[config.mk]
export PLATFORM = sky130hd
export DESIGN_NAME = alu_issue_stage
export DESIGN_NICKNAME = d
export VERILOG_FILES = /design/src/rtl/alu_issue_stage.sv
export SDC_FILE = /design/constraint.sdc
export NUM_CORES = 1
export LEC_CHECK = 0
export ABC_AREA = 0
export ABC_CLOCK_PERIOD_IN_PS = 5300
export CAP_MARGIN = 20
export CORE_ASPECT_RATIO = 1.25
export CORE_MARGIN = 4
export CORE_UTILIZATION = 41
export CTS_CLUSTER_DIAMETER = 30
export CTS_CLUSTER_SIZE = 24
export DETAILED_ROUTE_END_ITERATION = 10
export PLACE_DENSITY = 0.91
export REMOVE_ABC_BUFFERS = 1
export SYNTH_ARGS = -nofsm -noshare
export SYNTH_HDL_FRONTEND = slang
export SYNTH_SLANG_ARGS = --single-unit
[constraint.sdc]
create_clock -name CLK -period 5.3 [get_ports CLK]
set_clock_uncertainty 0.1 [all_clocks]
set_input_delay 1.06 -clock CLK [delete_from_list [all_inputs] [get_ports CLK]]
set_output_delay 1.06 -clock CLK [all_outputs]
set_load 0.02 [all_outputs]
[src/rtl/alu_issue_stage.sv]
// rtl/alu_issue_stage.sv - ID/EX issue stage: RV32I ALU opcode decode and operand registers
module alu_issue_stage #(
    parameter int XLEN = 32
) (
    input  logic            CLK,
    input  logic            RST,
    input  logic            VALID_IN,
    input  logic [31:0]     INSTRUCTION,
    input  logic [XLEN-1:0] RS1_DATA,
    input  logic [XLEN-1:0] RS2_DATA,
    input  logic [XLEN-1:0] PC,
    input  logic            STALL,
    input  logic            FLUSH,
    output logic [XLEN-1:0] A,
    output logic [XLEN-1:0] B,
    output logic [3:0]      OPERATION,
    output logic            VALID_OUT,
    output logic            ILLEGAL
);

    localparam logic [3:0] OP_AND  = 4'b0000;
    localparam logic [3:0] OP_OR   = 4'b0001;
    localparam logic [3:0] OP_ADD  = 4'b0010;
    localparam logic [3:0] OP_XOR  = 4'b0011;
    localparam logic [3:0] OP_SLL  = 4'b0100;
    localparam logic [3:0] OP_SRL  = 4'b0101;
    localparam logic [3:0] OP_SRA  = 4'b1101;
    localparam logic [3:0] OP_SUB  = 4'b0110;
    localparam logic [3:0] OP_SLT  = 4'b0111;
    localparam logic [3:0] OP_SLTU = 4'b1000;
    localparam logic [3:0] OP_PASS = 4'b1111;

    localparam logic [6:0] OPC_R      = 7'b0110011;
    localparam logic [6:0] OPC_I      = 7'b0010011;
    localparam logic [6:0] OPC_LOAD   = 7'b0000011;
    localparam logic [6:0] OPC_STORE  = 7'b0100011;
    localparam logic [6:0] OPC_BRANCH = 7'b1100011;
    localparam logic [6:0] OPC_LUI    = 7'b0110111;
    localparam logic [6:0] OPC_AUIPC  = 7'b0010111;
    localparam logic [6:0] OPC_JAL    = 7'b1101111;
    localparam logic [6:0] OPC_JALR   = 7'b1100111;

    logic [6:0]      opcode;
    logic [2:0]      f3;
    logic            f7b;
    logic [XLEN-1:0] imm_i;
    logic [XLEN-1:0] imm_s;
    logic [XLEN-1:0] imm_u;
    logic [XLEN-1:0] shamt;

    logic [XLEN-1:0] a_d, a_q;
    logic [XLEN-1:0] b_d, b_q;
    logic [3:0]      op_d, op_q;
    logic            valid_d, valid_q;
    logic            illegal_d, illegal_q;

    assign opcode = INSTRUCTION[6:0];
    assign f3     = INSTRUCTION[14:12];
    assign f7b    = INSTRUCTION[30];
    assign imm_i  = {{(XLEN-12){INSTRUCTION[31]}}, INSTRUCTION[31:20]};
    assign imm_s  = {{(XLEN-12){INSTRUCTION[31]}}, INSTRUCTION[31:25], INSTRUCTION[11:7]};
    assign imm_u  = {INSTRUCTION[31:12], 12'b0};
    assign shamt  = {{(XLEN-5){1'b0}}, INSTRUCTION[24:20]};

    // Decode the instruction into operands and ALU op; VALID_IN low yields a bubble
    always_comb begin
        a_d       = '0;
        b_d       = '0;
        op_d      = OP_AND;
        valid_d   = VALID_IN;
        illegal_d = 1'b0;
        if (VALID_IN) begin
            unique case (opcode)
                OPC_R, OPC_I: begin
                    a_d = RS1_DATA;
                    b_d = (opcode == OPC_R) ? RS2_DATA : imm_i;
                    unique case (f3)
                        3'b000: op_d = (opcode == OPC_R && f7b) ? OP_SUB : OP_ADD;
                        3'b001: op_d = OP_SLL;
                        3'b010: op_d = OP_SLT;
                        3'b011: op_d = OP_SLTU;
                        3'b100: op_d = OP_XOR;
                        3'b101: op_d = f7b ? OP_SRA : OP_SRL;
                        3'b110: op_d = OP_OR;
                        default: op_d = OP_AND;
                    endcase
                    // Immediate shifts take only the 5-bit shamt, not the funct7 bits
                    if (opcode == OPC_I && (f3 == 3'b001 || f3 == 3'b101))
                        b_d = shamt;
                end
                OPC_LOAD: begin
                    op_d = OP_ADD;
                    a_d  = RS1_DATA;
                    b_d  = imm_i;
                end
                OPC_STORE: begin
                    op_d = OP_ADD;
                    a_d  = RS1_DATA;
                    b_d  = imm_s;
                end
                OPC_BRANCH: begin
                    if (f3[2:1] == 2'b01) begin
                        illegal_d = 1'b1;
                    end else begin
                        a_d = RS1_DATA;
                        b_d = RS2_DATA;
                        unique case (f3[2:1])
                            2'b00:   op_d = OP_SUB;
                            2'b10:   op_d = OP_SLT;
                            default: op_d = OP_SLTU;
                        endcase
                    end
                end
                OPC_LUI: begin
                    op_d = OP_PASS;
                    b_d  = imm_u;
                end
                OPC_AUIPC: begin
                    op_d = OP_ADD;
                    a_d  = PC;
                    b_d  = imm_u;
                end
                OPC_JAL, OPC_JALR: begin
                    op_d = OP_ADD;
                    a_d  = PC;
                    b_d  = XLEN'(4);
                end
                default: illegal_d = 1'b1;
            endcase
        end
    end

    // Output registers with priority reset > flush > stall > load
    always_ff @(posedge CLK) begin
        if (RST || FLUSH) begin
            a_q       <= '0;
            b_q       <= '0;
            op_q      <= OP_AND;
            valid_q   <= 1'b0;
            illegal_q <= 1'b0;
        end else if (!STALL) begin
            a_q       <= a_d;
            b_q       <= b_d;
            op_q      <= op_d;
            valid_q   <= valid_d;
            illegal_q <= illegal_d;
        end
    end

    assign A         = a_q;
    assign B         = b_q;
    assign OPERATION = op_q;
    assign VALID_OUT = valid_q;
    assign ILLEGAL   = illegal_q;

endmodule

# Word level (Yosys, flattened, before mapping)
# Index checks and enable logic that the tools add are counted.
# W data, S select, Z words.
# totals
inputBits,133
output_inout_bits,70
regBits,70
# op_classes
n_eq_ne,17
reduce_logical,13
mux,18
# op_table
op,count
$mux W32,6
$pmux W32 S6,1
$pmux W32 S3,1
$pmux W4 S7,1
$eq A7 B6 Y1 const B,3
$eq A7 B7 Y1 const B,3
$pmux W4 S4,1
$eq A7 B5 Y1 const B,2
$mux W4,3
$eq A3 B3 Y1 const B,3
$pmux W4 S2,1
$reduce_or A8 Y1,1
$eq A7 B2 Y1 const B,1
$eq A3 B2 Y1 const B,2
$reduce_or A2 Y1,3
$reduce_or A5 Y1,1
$reduce_or A4 Y1,1
$eq A3 B1 Y1 const B,1
$logic_not A3 Y1,1
$mux W3,1
$reduce_or A3 Y1,1
$eq A2 B1 Y1 const B,1
$eq A2 B2 Y1 const B,1
$logic_and A1 B1 Y1,2
4 further kinds,6

# Longest topological paths before layout
# depth
ltp_word,6
depth_mapped,8
ltp_nobuf,5

# Worst setup path after synthesis
# No wires, ideal clock.
# synth_path
kind,input -> register
start,input port INSTRUCTION[13]
end,register b_q[0] (netlist: B[0])
t_arrival_ps,2262
path_stages,7
setup_time_ps,131
path_slack_ps,2807
cell_sequence,clkbuf_1 > nor2b_1 > o21ai_0 > and3_1 > clkbuf_1 > a22oi_1 > o21ai_1
# synth_between
elab_chain_len,6
word_cells_on_any_way,9
classes_between,3 x eq/ne; 4 x mux; 2 x reduce/logical
# synth_lines
item,line_no,rtl
start: declaration,8,"input logic [31:0] INSTRUCTION,"
$eq A3 B1 Y1 or $eq A3 B3 Y1 (tied branches),88,if (opcode == OPC_I && (f3 == 3'b001 || f3 == 3'b101))
$logic_or A1 B1 Y1,88,
$logic_and A1 B1 Y1,88,
$mux W32,88,
$pmux W32 S6 (*),73,unique case (opcode)
$mux W32 (*),72,if (VALID_IN) begin
end signal: assignment,137,b_q <= '0;
end signal: assignment,143,b_q <= b_d;
end: declaration,52,"logic [XLEN-1:0] b_d, b_q;"
# Every way passes the cells marked *; elsewhere a longest branch is shown, timed or not.
# A chain may end at the register's enable or synchronous reset.

# Worst setup path in the final report
# layout_path
start,input port INSTRUCTION[2]
end,register op_q[1] (netlist: OPERATION[1])
# layout_between
elab_chain_len,4
word_cells_on_any_way,13
classes_between,9 x eq/ne; 2 x mux; 2 x reduce/logical
# layout_lines
item,line_no,rtl
$eq A7 B7 Y1 (tied with other cells),73,
$reduce_or A5 Y1 (no line) or $reduce_or A2 Y1 (tied branches),-,
$pmux W4 S4 (*),73,
$mux W4 (*),72,
end signal: assignment,144,op_q <= op_d;
end: declaration,53,"logic [3:0] op_d, op_q;"
# Marks and branches as above.

==> results.md <==
- Class of the worst hold path: flop to flop
- Initial drt markers: 157
- Mapped Cells: 392
- Post-route ant nets: 0
- R2r endpoint: B[19]
- Vias per cell: roughly 5.6
- Core area: 0.00819 mm²
- Wire per inst: between 15 and 20 µm
- Worst-path cell chain: clkdlybuf4s50_1, nand4bb_4, nor2_1, o31a_1, a31oi_1, a31oi_1
- FILL cells: 640
- Clk sink count: 70
- Post-CTS sizing: 0
- Switch Pwr: 251 µW
- Post-synthesis cell type count: 39
- Slew HR: 37.0%
- Pint: 889 µW
- Register share of total power: 46.2%
- Fin nets: roughly 710
- Placed insts: 661
- Fin crit share: 61.8%
- Crit Path Category: primary input to flop
- Worst-Margin Slew: 0.940 ns
- Synth top area share: 41.0%
- Worst EP arrival: 3.45 ns
- Row cnt: 37
- H-Tree Depth: 3
- Peak supply drop: 0.120 mV
- Hold Vio Cnt, Final: 0
- DP Wirelength: just over 9000 µm
- Placed cell areas: between 0.005 and 0.006 mm²
- Largest cells by area after synthesis: dfxtp_1 41%, a22oi_1 10%, o21ai_2 7.7%
- DRT Wirelength: 11900 µm
- Overflow after GRT: 0
- Met3 Use GR: between 7 and 8%
- Worst setup EP type: flop
- Clk_lat worst skew: 0.34 ns
- Layout cells sized above 1: a little over a tenth
- Worst setup path endpoint: OPERATION[1]
- # IOs: 203
- Met2 usage: 41.5%
- CTS Buf Count: 9
- Setup ws final: 2.02 ns
- Vias in the first global route: 3768
- Hold Slack: 0.348 ns
- Largest net degree at the start of global routing: 63
- Clock root buffer: clkbuf_8
- First-pass DRT Iterations: 5
- Post-CTS Hold Buffers: 0
- CP dominant cell by count: a31oi_1
- Worst R2R Path Depth: 2
- Worst-path clk slew: 0.07 ns
- Multi-input gate area: between 0.0015 and 0.002 mm²
- GRT Max-Usage Layer: met2
- Final Max Slew Viols: 0
- Routing usage on met1: roughly a quarter
- Maximum clock rate: 305 MHz
- Area of the die: 0.00988 mm²
- Synth Area per Inst: 8.73 µm²
- CP max stage delay: 0.80 ns
- Max clock buf depth: 2
- Worst Path Max Fanout: 23
- Setup Slack @ Placement: approximately 1.5 ns
- Reg2reg start: B[19]
- Residual DRC: 0
- Cell Pwr Density: about 200 mW/mm²
- RSZ-0062 raised after global routing: no
- Setup Fix Bufs, Post-CTS: 0
- Total GRT Usage: 23.1%
- Initial antenna violation count: 0
- YS warnings: 0
- # diodes: 0
- Die Y: 110 µm
- Register area: 0.00140 mm²
- Critical Path Slowest Stage Cell: o31a_1
- Die Width: 89.7 µm
- Final Util: 69.4%
- FF+latch count, synth: 70
- Final-report setup violation count: 0
- Comb power frac: 13.8%
- Design Power: 1.14 mW
- R2r setup slk: 4.33 ns
- Sum Neg Setup Slack: 0 ns
- Critical Path Source Type: primary input
- Placer congestion estimate: 0.853
- Area leader, netlist: dfxtp_1
- MaxCap Viol Count: 0
- Via count: approximately 3800
- I/O Buffers: 202
- Clock share of power: 40.0%
- CTS tree: yes
- Fin crit period: 3.28 ns
- WP data required: 5.48 ns
- Area Growth Syn to Fin: 66.3%
- Setup crit start: INSTRUCTION[2]
- Sequential-to-total area share from yosys stat: 41.0%
- Initial Util: approximately two fifths
- Status: completed
- Leakage power total: 1.82 nW
- Final Cell Area: around 0.0057 mm²
- Netlist Area Pre-Place: 0.00342 mm²
- Cell Count, Final, Fillers Out: 679
- First-pass GRT wire length: 18500 µm
- Net Sw Frac: 22.0%
[critical path, delay by kind of cell]
family	cells	cell delay (ns)
buffers and inverters	1	0.57
AOI/OAI and AO/OA	3	1.09
and+or+nand+nor	2	0.73
[synthesized netlist by cell type]
| cell type | count |
|---|---|
| a211oi_1 | 2 |
| a21o_1 | 3 |
| a21oi_1 | 45 |
| a221oi_1 | 19 |
| a22o_1 | 5 |
| a22oi_1 | 47 |
| a2bb2oi_1 | 1 |
| a31oi_1 | 4 |
| a32oi_1 | 1 |
| and2_0 | 1 |
| and2_1 | 3 |
| and3_1 | 1 |
| buf_2 | 9 |
| buf_4 | 2 |
| buf_6 | 5 |
| clkbuf_1 | 19 |
| dfxtp_1 | 70 |
| inv_1 | 1 |
| inv_2 | 2 |
| nand2_1 | 48 |
| nand2b_1 | 3 |
| nand3_1 | 2 |
| nand4bb_1 | 1 |
| nand4bb_4 | 1 |
| nor2_1 | 6 |
| nor2b_1 | 5 |
| nor3_1 | 6 |
| nor4_4 | 2 |
| nor4bb_1 | 1 |
| o21ai_0 | 25 |
| o21ai_1 | 15 |
| o21ai_2 | 30 |
| o22ai_1 | 1 |
| o31a_1 | 1 |
| o31ai_1 | 1 |
| o31ai_4 | 1 |
| o32ai_2 | 1 |
| or2_1 | 1 |
| or2b_1 | 1 |
[state kept, by name, indices dropped and copies added (netlist names)]
signal and flops:
VALID_OUT 1, OPERATION 4, A 32, B 32, ILLEGAL 1
[cells in the final DEF, fill, tap and decap left out, types with 3 or more instances in the layout]
cell / n
a21o_1: 3
a21oi_1: 45
a221oi_1: 19
a22o_1: 5
a22oi_1: 47
a31oi_1: 4
buf_4: 6
clkbuf_8: 9
clkdlybuf4s50_1: 202
clkinv_2: 3
dfxtp_1: 70
nand2_1: 48
nand2b_1: 3
nor2_1: 6
nor2b_1: 5
nor3_1: 6
o21ai_0: 25
o21ai_1: 15
o21ai_2: 30
[worst min path at each step]
stage               start  endpoint  slack, ns  depth (start not counted)
floorplan            B[0]      B[0]       0.43                          2
global placement     A[2]      A[2]       0.33                          2
detailed placement  A[30]     A[30]       0.34                          2
CTS                  B[6]      B[6]       0.35                          2
global route         B[6]      B[6]       0.37                          2
finish               B[6]      B[6]       0.35                          2
[cells by family after synthesis]
family	count (synthesis)	share of synthesized area, %
and+or+nand+nor	82	12.5
DFF	70	41.0
buffers and inverters	38	5.82
AOI/OAI and AO/OA	202	40.7
[area by class of cell]
type	instances	area share, %
Clock buffer	10	2.24
Multi-Input combinational cell	284	32.3
Timing Repair Buffer	210	37.2
Tap cell	97	2.13
Inverter	3	0.198
Clock inverter	5	1.32
Sequential cell	70	24.6
[power groups by stage]
stage	Clock [mW]	Sequential (mW)	Combinational (mW)
2_1_floorplan	0	0.539	0.0335
3_3_place_gp	0	0.539	0.151
3_5_place_dp	0	0.539	0.154
4_1_cts	0.465	0.526	0.155
5_1_grt	0.489	0.526	0.166
6_report	0.456	0.527	0.158
[layer usage]
metal  part of all wire (%)  routed length, µm  up-vias
met4                    2.2                257        0
met5                      0                  0        -
met3                     10               1190       21
met2                     51               6070      204
met1                     37               4390     1755
li1                       -                  -     1853
Note: power is estimated with default switching activity, not from simulation.
